File: src/rtl/tx_pacer_pkg.sv
// ---------------------------------------------------------------------------
// tx_pacer_pkg
//   Shared definitions for the TX FIFO read-side pacer.
//   - txp_state_e     : pacer FSM state encodings (TXP_IDLE/TXP_GAP/TXP_STALL)
//   - FLOW_ID_W       : system flow-ID width
//   - FLOW_ID_NONE    : value shown on tx_fid_out before anything is issued
//   - TXP_MAX_CREDIT  : default downstream credit pool size
// ---------------------------------------------------------------------------
package tx_pacer_pkg;

    typedef enum logic [1:0] {
        TXP_IDLE  = 2'd0,
        TXP_GAP   = 2'd1,
        TXP_STALL = 2'd2
    } txp_state_e;

    localparam int FLOW_ID_W = 9;

    // All-ones is never handed out as a real flow ID.
    localparam logic [FLOW_ID_W-1:0] FLOW_ID_NONE = '1;

    localparam int TXP_MAX_CREDIT = 32;

endpackage

File: src/rtl/tx_pacer_credit.sv
// ---------------------------------------------------------------------------
// tx_credit_cnt
//   Saturating up/down credit counter with a sticky overflow flag.
//   Ports:
//     clk, rst_n : clock, asynchronous active-low reset
//     inc        : one credit returned this cycle
//     dec        : one credit consumed this cycle (caller guarantees cnt != 0)
//     cnt        : current credit count, resets to MAX_CREDIT
//     ovf        : sticky, set when inc arrives alone while cnt == MAX_CREDIT
// ---------------------------------------------------------------------------
module tx_credit_cnt #(
    parameter int CREDIT_W   = 6,
    parameter int MAX_CREDIT = 32
) (
    input  logic                clk,
    input  logic                rst_n,
    input  logic                inc,
    input  logic                dec,
    output logic [CREDIT_W-1:0] cnt,
    output logic                ovf
);

    localparam logic [CREDIT_W-1:0] MAX_C = CREDIT_W'(MAX_CREDIT);
    localparam logic [CREDIT_W-1:0] ONE   = CREDIT_W'(1);

    always_ff @(posedge clk or negedge rst_n) begin
        if (!rst_n) begin
            cnt <= MAX_C;
            ovf <= 1'b0;
        end else begin
            case ({inc, dec})
                2'b10: begin
                    // A return with the pool already full is dropped and flagged.
                    if (cnt == MAX_C) ovf <= 1'b1;
                    else              cnt <= cnt + ONE;
                end
                2'b01: begin
                    if (cnt != '0) cnt <= cnt - ONE;
                end
                default: ; // none, or a return and a consume that cancel out
            endcase
        end
    end

endmodule

File: src/rtl/tx_pacer.sv
// ---------------------------------------------------------------------------
// tx_pacer
//   Read-side controller of the transmit flow-ID FIFO. Pops one flow ID when
//   issue is enabled, the FIFO is non-empty, a downstream credit is available
//   and the programmed inter-issue gap has elapsed; forwards the popped ID to
//   the network interface one cycle later.
//   Ports:
//     clk, rst_n        : clock, asynchronous active-low reset
//     cfg_en            : issue enable (blocks new issues only)
//     cfg_gap           : idle cycles enforced after each issue (0 = back-to-back)
//     fifo_data_avail   : FIFO non-empty
//     fifo_r_data       : FIFO head flow ID
//     tx_val            : FIFO pop strobe, combinational, one cycle per issue
//     tx_fid_out        : issued flow ID, registered
//     tx_fid_val        : tx_fid_out valid, registered
//     dn_credit_ret     : one credit returned by the NI
//     credit_cnt        : current credits
//     credit_ovf        : sticky credit return overflow
//     busy              : FSM not in IDLE
//   Optional build macro TX_PACER_STATS_EN adds:
//     stat_issue_cnt    : wrapping count of issues
//     stat_stall_cyc    : wrapping count of cycles spent in STALL
// ---------------------------------------------------------------------------
module tx_pacer
    import tx_pacer_pkg::*;
#(
    parameter int FID_W      = FLOW_ID_W,
    parameter int GAP_W      = 8,
    parameter int CREDIT_W   = 6,
    parameter int MAX_CREDIT = TXP_MAX_CREDIT
) (
    input  logic                clk,
    input  logic                rst_n,
    input  logic                cfg_en,
    input  logic [GAP_W-1:0]    cfg_gap,
    input  logic                fifo_data_avail,
    input  logic [FID_W-1:0]    fifo_r_data,
    output logic                tx_val,
    output logic [FID_W-1:0]    tx_fid_out,
    output logic                tx_fid_val,
    input  logic                dn_credit_ret,
    output logic [CREDIT_W-1:0] credit_cnt,
    output logic                credit_ovf,
`ifdef TX_PACER_STATS_EN
    output logic [31:0]         stat_issue_cnt,
    output logic [31:0]         stat_stall_cyc,
`endif
    output logic                busy
);

    localparam logic [GAP_W-1:0] GAP_ONE = GAP_W'(1);

    txp_state_e       state_q, state_d;
    logic [GAP_W-1:0] gap_q, gap_d;
    logic             elig;
    logic             issue;

    assign elig = cfg_en & fifo_data_avail & (credit_cnt != '0);

    always_comb begin
        state_d = state_q;
        gap_d   = gap_q;
        issue   = 1'b0;
        case (state_q)
            TXP_IDLE: begin
                if (elig) begin
                    issue = 1'b1;
                    if (cfg_gap != '0) begin
                        gap_d   = cfg_gap;
                        state_d = TXP_GAP;
                    end
                end else if (cfg_en && fifo_data_avail) begin
                    // Work is pending and enabled, so the only blocker is credit.
                    state_d = TXP_STALL;
                end
            end
            TXP_GAP: begin
                // Counts down from the value latched at issue; cfg changes
                // and cfg_en do not shorten or extend a running gap.
                gap_d = gap_q - GAP_ONE;
                if (gap_q <= GAP_ONE) state_d = TXP_IDLE;
            end
            TXP_STALL: begin
                if ((credit_cnt != '0) || !cfg_en) state_d = TXP_IDLE;
            end
            default: state_d = TXP_IDLE;
        endcase
    end

    always_ff @(posedge clk or negedge rst_n) begin
        if (!rst_n) begin
            state_q <= TXP_IDLE;
            gap_q   <= '0;
        end else begin
            state_q <= state_d;
            gap_q   <= gap_d;
        end
    end

    // Issue boundary: popped ID becomes visible one cycle after tx_val.
    always_ff @(posedge clk or negedge rst_n) begin
        if (!rst_n) begin
            tx_fid_out <= FID_W'(FLOW_ID_NONE);
            tx_fid_val <= 1'b0;
        end else begin
            tx_fid_val <= issue;
            if (issue) tx_fid_out <= fifo_r_data;
        end
    end

    assign tx_val = issue;
    assign busy   = (state_q != TXP_IDLE);

    tx_credit_cnt #(
        .CREDIT_W   (CREDIT_W),
        .MAX_CREDIT (MAX_CREDIT)
    ) u_credit (
        .clk   (clk),
        .rst_n (rst_n),
        .inc   (dn_credit_ret),
        .dec   (issue),
        .cnt   (credit_cnt),
        .ovf   (credit_ovf)
    );

`ifdef TX_PACER_STATS_EN
    always_ff @(posedge clk or negedge rst_n) begin
        if (!rst_n) begin
            stat_issue_cnt <= '0;
            stat_stall_cyc <= '0;
        end else begin
            if (issue)                  stat_issue_cnt <= stat_issue_cnt + 32'd1;
            if (state_q == TXP_STALL)   stat_stall_cyc <= stat_stall_cyc + 32'd1;
        end
    end
`endif

endmodule

File: config.mk
export PLATFORM = sky130hd
export DESIGN_NAME = tx_pacer
export DESIGN_NICKNAME = d
export VERILOG_FILES = /design/src/rtl/tx_pacer_pkg.sv /design/src/rtl/tx_pacer_credit.sv /design/src/rtl/tx_pacer.sv
export SDC_FILE = /design/constraint.sdc
export NUM_CORES = 1
export LEC_CHECK = 0
export CAP_MARGIN = 10
export CORE_MARGIN = 2
export CORE_UTILIZATION = 30
export CTS_CLUSTER_SIZE = 14
export DETAILED_ROUTE_END_ITERATION = 7
export MAX_ROUTING_LAYER = met4
export PLACE_DENSITY = 0.58
export SYNTH_ARGS = -nofsm -noshare
export SYNTH_HDL_FRONTEND = slang
export SYNTH_HIERARCHICAL = 1
export SYNTH_SLANG_ARGS = --single-unit
File: constraint.sdc
create_clock -name clk -period 2.54 [get_ports clk]
set_input_delay 0.381 -clock clk [delete_from_list [all_inputs] [get_ports clk]]
set_output_delay 0.381 -clock clk [all_outputs]
set_load 0.01 [all_outputs]
# Word-level counts from Yosys, hierarchy flattened
# Cells that the tools add are included.
[totals] reg_bits=27 inputBits=22 out_inout_bits=19
[op_classes] addsub=3 n_lt_le_gt_ge=1 n_eq_ne=13 n_mux=14 bitwise_logic=2 reduce_logical=13
[op_table] op="$mux W8" n=2
[op_table] op="$pmux W8 S2" n=1
[op_table] op="$mux W6" n=2
[op_table] op="$ne A2 B2 Y1 const B" n=6
[op_table] op="$pmux W6 S2" n=1
[op_table] op="$mux W2" n=5
[op_table] op="$le A8 B1 Y1 const B" n=1
[op_table] op="$reduce_bool A8 Y1" n=1
[op_table] op="$sub A8 B1 Y8 const B" n=1
[op_table] op="$add A6 B1 Y6 const B" n=1
[op_table] op="$eq A6 B6 Y1 const B" n=1
[op_table] op="$ne A3 B3 Y1 const B" n=2
[op_table] op="$pmux W2 S3" n=1
[op_table] op="$reduce_and A3 Y1" n=2
[op_table] op="$reduce_bool A2 Y1" n=3
[op_table] op="$reduce_bool A6 Y1" n=1
[op_table] op="$sub A6 B1 Y6 const B" n=1
[op_table] op="$eq A2 B1 Y1 const B" n=2
[op_table] op="$eq A2 B2 Y1 const B" n=2
[op_table] op="$reduce_and A4 Y1" n=1
[op_table] op="$and A1 B1 Y1" n=2
[op_table] op="$logic_not A2 Y1" n=1
[op_table] op="$mux W1" n=2
[op_table] op="$reduce_and A2 Y1" n=1
[op_table] op="3 further kinds" n=3

# Logic depth before layout (Yosys ltp)
# Gate-level depths: netlist (run 1).
[logic_depth] word_depth=7 ltp_mapped=10

# Hierarchy
# The synthesis (run 1) kept the hierarchy.
[by_module_without_submodules] mod="tx_pacer" n_inst=1 cells_per_inst=97 area_each_um2=1072.3
[by_module_without_submodules] mod="tx_credit_cnt" n_inst=1 cells_per_inst=51 area_each_um2=494.2

# Least setup slack after synthesis (run 1)
# No wires, ideal clock.
[synth_path] path_type="reg2reg" from="register u_credit.cnt[5]" to="register u_credit.cnt[2]" arrival_ps=2208 setup_slack_ps=201 stages_incl_launch_ff=11 n_path_buf=2 period_less_slack_ps=2339 cell_sequence="dfstp_2 > nor4_4 > a211oi_2 > buf_6 > nand2b_1 > buf_6 > xnor2_1 > ha_1 > nor3_1 > o22ai_1 > xnor2_1"
[synth_via] elab_chain_cells=7 word_cells_on_any_way=12 classes_between="eq/ne: 5; mux: 3; bitwise: 1; reduce/logical: 3"
[synth_lines] element="start: declaration" line_no="tx_pacer_credit.sv:19" rtl="output logic [CREDIT_W-1:0] cnt,"
[synth_lines] element="start signal: assignment" line_no="tx_pacer_credit.sv:35" rtl="else cnt <= cnt + ONE;"
[synth_lines] element="start signal: assignment" line_no="tx_pacer_credit.sv:38" rtl="if (cnt != '0) cnt <= cnt - ONE;"
[synth_lines] element="$reduce_bool A6 Y1 *" line_no="tx_pacer.sv:58" rtl="assign elig = cfg_en & fifo_data_avail & (credit_cnt != '0);"
[synth_lines] element="$and A1 B1 Y1 *" line_no="tx_pacer.sv:58"
[synth_lines] element="$mux W1 *" line_no="tx_pacer.sv:66" rtl="if (elig) begin"
[synth_lines] element="$mux W1 *" line_no="tx_pacer.sv:64" rtl="case (state_q)"
[synth_lines] element="named net tx_val" line_no="tx_pacer.sv:38" rtl="output logic tx_val,"
[synth_lines] element="$eq A2 B2 Y1 or $eq A2 B1 Y1 (tied branches)" line_no="tx_pacer_credit.sv:31" rtl="case ({inc, dec})"
[synth_lines] element="$ne A2 B2 Y1 (no source line) or $reduce_bool A2 Y1 (tied branches)"
[synth_lines] element="$reduce_and A3 Y1 (no source line)"
# Mark *: on every way through the listed nets, which the timed path passes. The rest lies on a longest branch.
# A chain may end at the register's enable or synchronous reset.

# Final worst setup path (run 1)
[layout_path] from="register u_credit.cnt[1]" to="output tx_val"
[layout_via] elab_chain_cells=4
[layout_lines] element="$reduce_bool A6 Y1" line_no="tx_pacer.sv:58"
[layout_lines] element="$and A1 B1 Y1" line_no="tx_pacer.sv:58"
[layout_lines] element="$mux W1" line_no="tx_pacer.sv:66"
[layout_lines] element="$mux W1" line_no="tx_pacer.sv:64"
[layout_lines] element="end: declaration" line_no="tx_pacer.sv:38"
# No other way between the ends.

==> impl_metrics.toml, run 1 <==
[power_and_ir_drop]
clockPowerShare_pct = 13.7
p_per_area_nw_per_um2 = 868
irDropWorstVdd_mv = 0.395
switchingPower_w = 0.000701
power_w = 0.00183
p_leak_nw = 0.838
p_int_w = 0.00113
switching_share_pct = 38.3
seqPwrFrac_pct = 42.3
pwr-share-comb_pct = 44.1

[sta]
max_slew_margin_pct = 70.1
worst_slew_pin_slew_ps = 449
finalClockSkew_ps = 5.51
hold_ws_ps = 472
period_share_pct = 96.9
final-max-slew-violation-count = 0
hold_viol_final = 0
rsz0062_at_grt = "false"
max_freq_mhz = 406
fin_crit_ps = 2460
final.setup.tns_ps = 0
setup_viol = 0

[worst_setup_path]
cp_max_fo = 10
path_buf_inv = 2
crit_required_ps = 2160
critical_path.top_delay_family = "buffers and inverters"
worstSetupStartpointType = "flop"
cp_num_cells = 4
crit_path_end_kind = "output port"
cpPeakStageDelay_ps = 630
critical_path_class = "flop to output port"
worst-r2r-cell-count = 8
worstPathCellList = "nor4_4 > a211oi_2 > buf_4 > clkdlybuf4s50_1"
cpMaxStageDelayCell = "dfrtp_1"
arrival_ps = 2080

[global_routing]
grt_usage_pct = 12.8
grt_overflow = 0
grt_pass1_wl_microns = 6000
antenna_found_initial = 0
grt_pass1_vias = 1259
grt_max_degree = 28

[status]
status = "completed"

[cts]
clkLatencyLatePin_ps = 280
htreeDepth = 1
cts.clk_slew.worst_paths_ps = 100
ctsHoldBuffers = 0
cts_setup_buffers = 0
clock-sinks = 27
root_buffer = "clkbuf_8"
cts_resized = 0
cts_buffers = 3
cts_tree = "built"
cts_buffer_depth = 2

[detailed_routing]
remaining_drc_errors = 0
wirelength_microns = 3660
final_antenna_net_count = 0
avgViaCountPerCell = 4.94
wl_per_cell_microns = 13.9
vias = 1304
firstDrtPassIters = 4
drt-initial-drc-count = 34

[placed_design]
place_congestion = 0.836
dp.cells = 260
port_buffers = 40
dpl.hpwl_microns = 2630

[synth]
syn-cell-area_sq_um = 1570
synth_warnings = 6
synthTopCellsByCount = "dfrtp_1 (17), nor2_1 (12), dfstp_2 (10)"
synth_most_common_cell = "dfrtp_1"
synth_area_leaders = "dfrtp_1 (27%), dfstp_2 (17%), mux2_1 (4.3%), nor3_1 (2.9%), a221oi_2 (2.9%)"
ys_seq_area_share_pct = 43.9
yosys.area.top_type = "dfrtp_1"
synth_seq_cells = 27
syn_inst = 148
synth_nets = 173
synth_top_area_share_pct = 27.2
synthFlopType = "dfrtp_1"
syn_avg_cell_area_sq_um = 10.6
synthArstFlopShare_pct = 100
synth_cell_types = 49
synth_edf_count = 0

[finish]
diodes = 0
ff_latch_area_sq_um = 688
nNetsFinal = 220
multi_input_area_sq_um = 802
area_growth_pct = 34.5
layout-drive-gt1-share_pct = 19.1
final_cells = 264
fill_cells = 529

[die]
die_w_microns = 76.3
dieHeight_microns = 76.3
start_util_pct = 30.9
core_region_area_sq_um = 5070
fp-row-count = 26
ios = 41
dieArea_sq_um = 5820

[hold_path]
hold_class = "input pin to asynchronous set/reset pin"

[job]
drv_cap = 0
## registers in the layout, summed over array words and instances, names as in the netlist
name	flops
u_credit/cnt	6
gap_q	8
tx_fid_out	9
tx_fid_val	1
state_q	2
u_credit/ovf	1
## logic make-up after synthesis
group                    Yosys count  share of synthesized area [%]
buffers and inverters             12                           4.87
XOR/XNOR                           5                           2.80
AO/OA/AOI/OAI                     32                           17.0
flip-flops                        27                           43.9
adder cells (fa/ha/maj)            3                           2.40
multiplexers                      11                           7.75
AND/OR/NAND/NOR                   58                           21.2
## layer usage
metal | vias up | global-route usage [%] | share of wire (%)
li1 | 642 | - | -
met1 | 627 | 15.5 | 46
met2 | 31 | 21.8 | 48
met3 | 4 | 3.08 | 4.9
met4 | 0 | 2.73 | 0.90
met5 | - | - | 0
## through the flow
step	util [%]	worst slack, ps	instance area (sq um)
2_1_floorplan	-	201	1570
3_3_place_gp	40.6	98.1	2060
3_5_place_dp	40.6	116	2060
4_1_cts	41.5	90.5	2110
5_1_grt	41.5	11.1	2110
6_report	41.5	78.8	2110
## final cells by class
| type | instances | share of cell area, % |
|---|---|---|
| inverter | 6 | 1.07 |
| clock inverter | 1 | 0.238 |
| sequential | 27 | 32.7 |
| timing repair buffer | 48 | 21.9 |
| multi-input combinational | 109 | 38.1 |
| tap | 70 | 4.16 |
| clock buffer | 3 | 1.96 |
## path summary, 6_finish.rpt
| check | start | to | slack [ps] |
|---|---|---|---|
| max in group asynchronous | rst_n | u_credit/cnt[5] | 1760 |
| min | rst_n | gap_q[5] | 470 |
| min reg2reg | u_credit/ovf | u_credit/ovf | 480 |
| min in group clk | u_credit/ovf | u_credit/ovf | 480 |
| max | u_credit/cnt[1] | tx_val | 80 |
| max reg2reg | u_credit/cnt[1] | u_credit/cnt[2] | 380 |
## worst reg2reg max path, stage by stage, from the launching register on
cell and delay, ps:
dfrtp_1 630, nor4_4 120, a211oi_2 340, nand2b_1 130
xnor2_1 140, ha_1 250, nor3_1 170, o22ai_1 120
xnor2_1 140
## power groups by stage
stage / clock [W] / sequential, W / combinational [W]
floorplan: 0 / 0.000769 / 0.000507
global placement: 0 / 0.000779 / 0.000800
detailed placement: 0 / 0.000778 / 0.000806
CTS: 0.000259 / 0.000770 / 0.000812
global route: 0.000273 / 0.000795 / 0.000883
finish: 0.000250 / 0.000773 / 0.000806
## cell usage in the layout (no fill, tap or decap), types with 2 or more instances in the layout
cell type,instances
clkdlybuf4s50_1,40
mux2_1,6
xnor2_1,5
nor4_1,3
buf_4,8
nand2_1,8
nor3_1,9
o22ai_1,4
ha_1,3
and3_1,4
and2_1,2
nor2b_1,3
clkbuf_8,3
nand2b_1,3
mux2_2,3
a221oi_2,3
o211ai_1,2
nor2_1,12
dfstp_2,10
and4_1,2
mux2i_1,2
nand3_1,4
a21oi_1,5
inv_1,6
dfrtp_1,17
a31oi_1,3
(Power assumes the default switching activity.)
==> run 2, diff against run 1 <==
--- a/config.mk
+++ b/config.mk
@@ -5,6 +5,7 @@
 export SDC_FILE = /design/constraint.sdc
 export NUM_CORES = 1
 export LEC_CHECK = 0
+export ABC_AREA = 0
 export CAP_MARGIN = 10
 export CORE_MARGIN = 2
 export CORE_UTILIZATION = 30
==> results of run 2 <==
Final layout, timing and power as in run 1 (identical DEF).
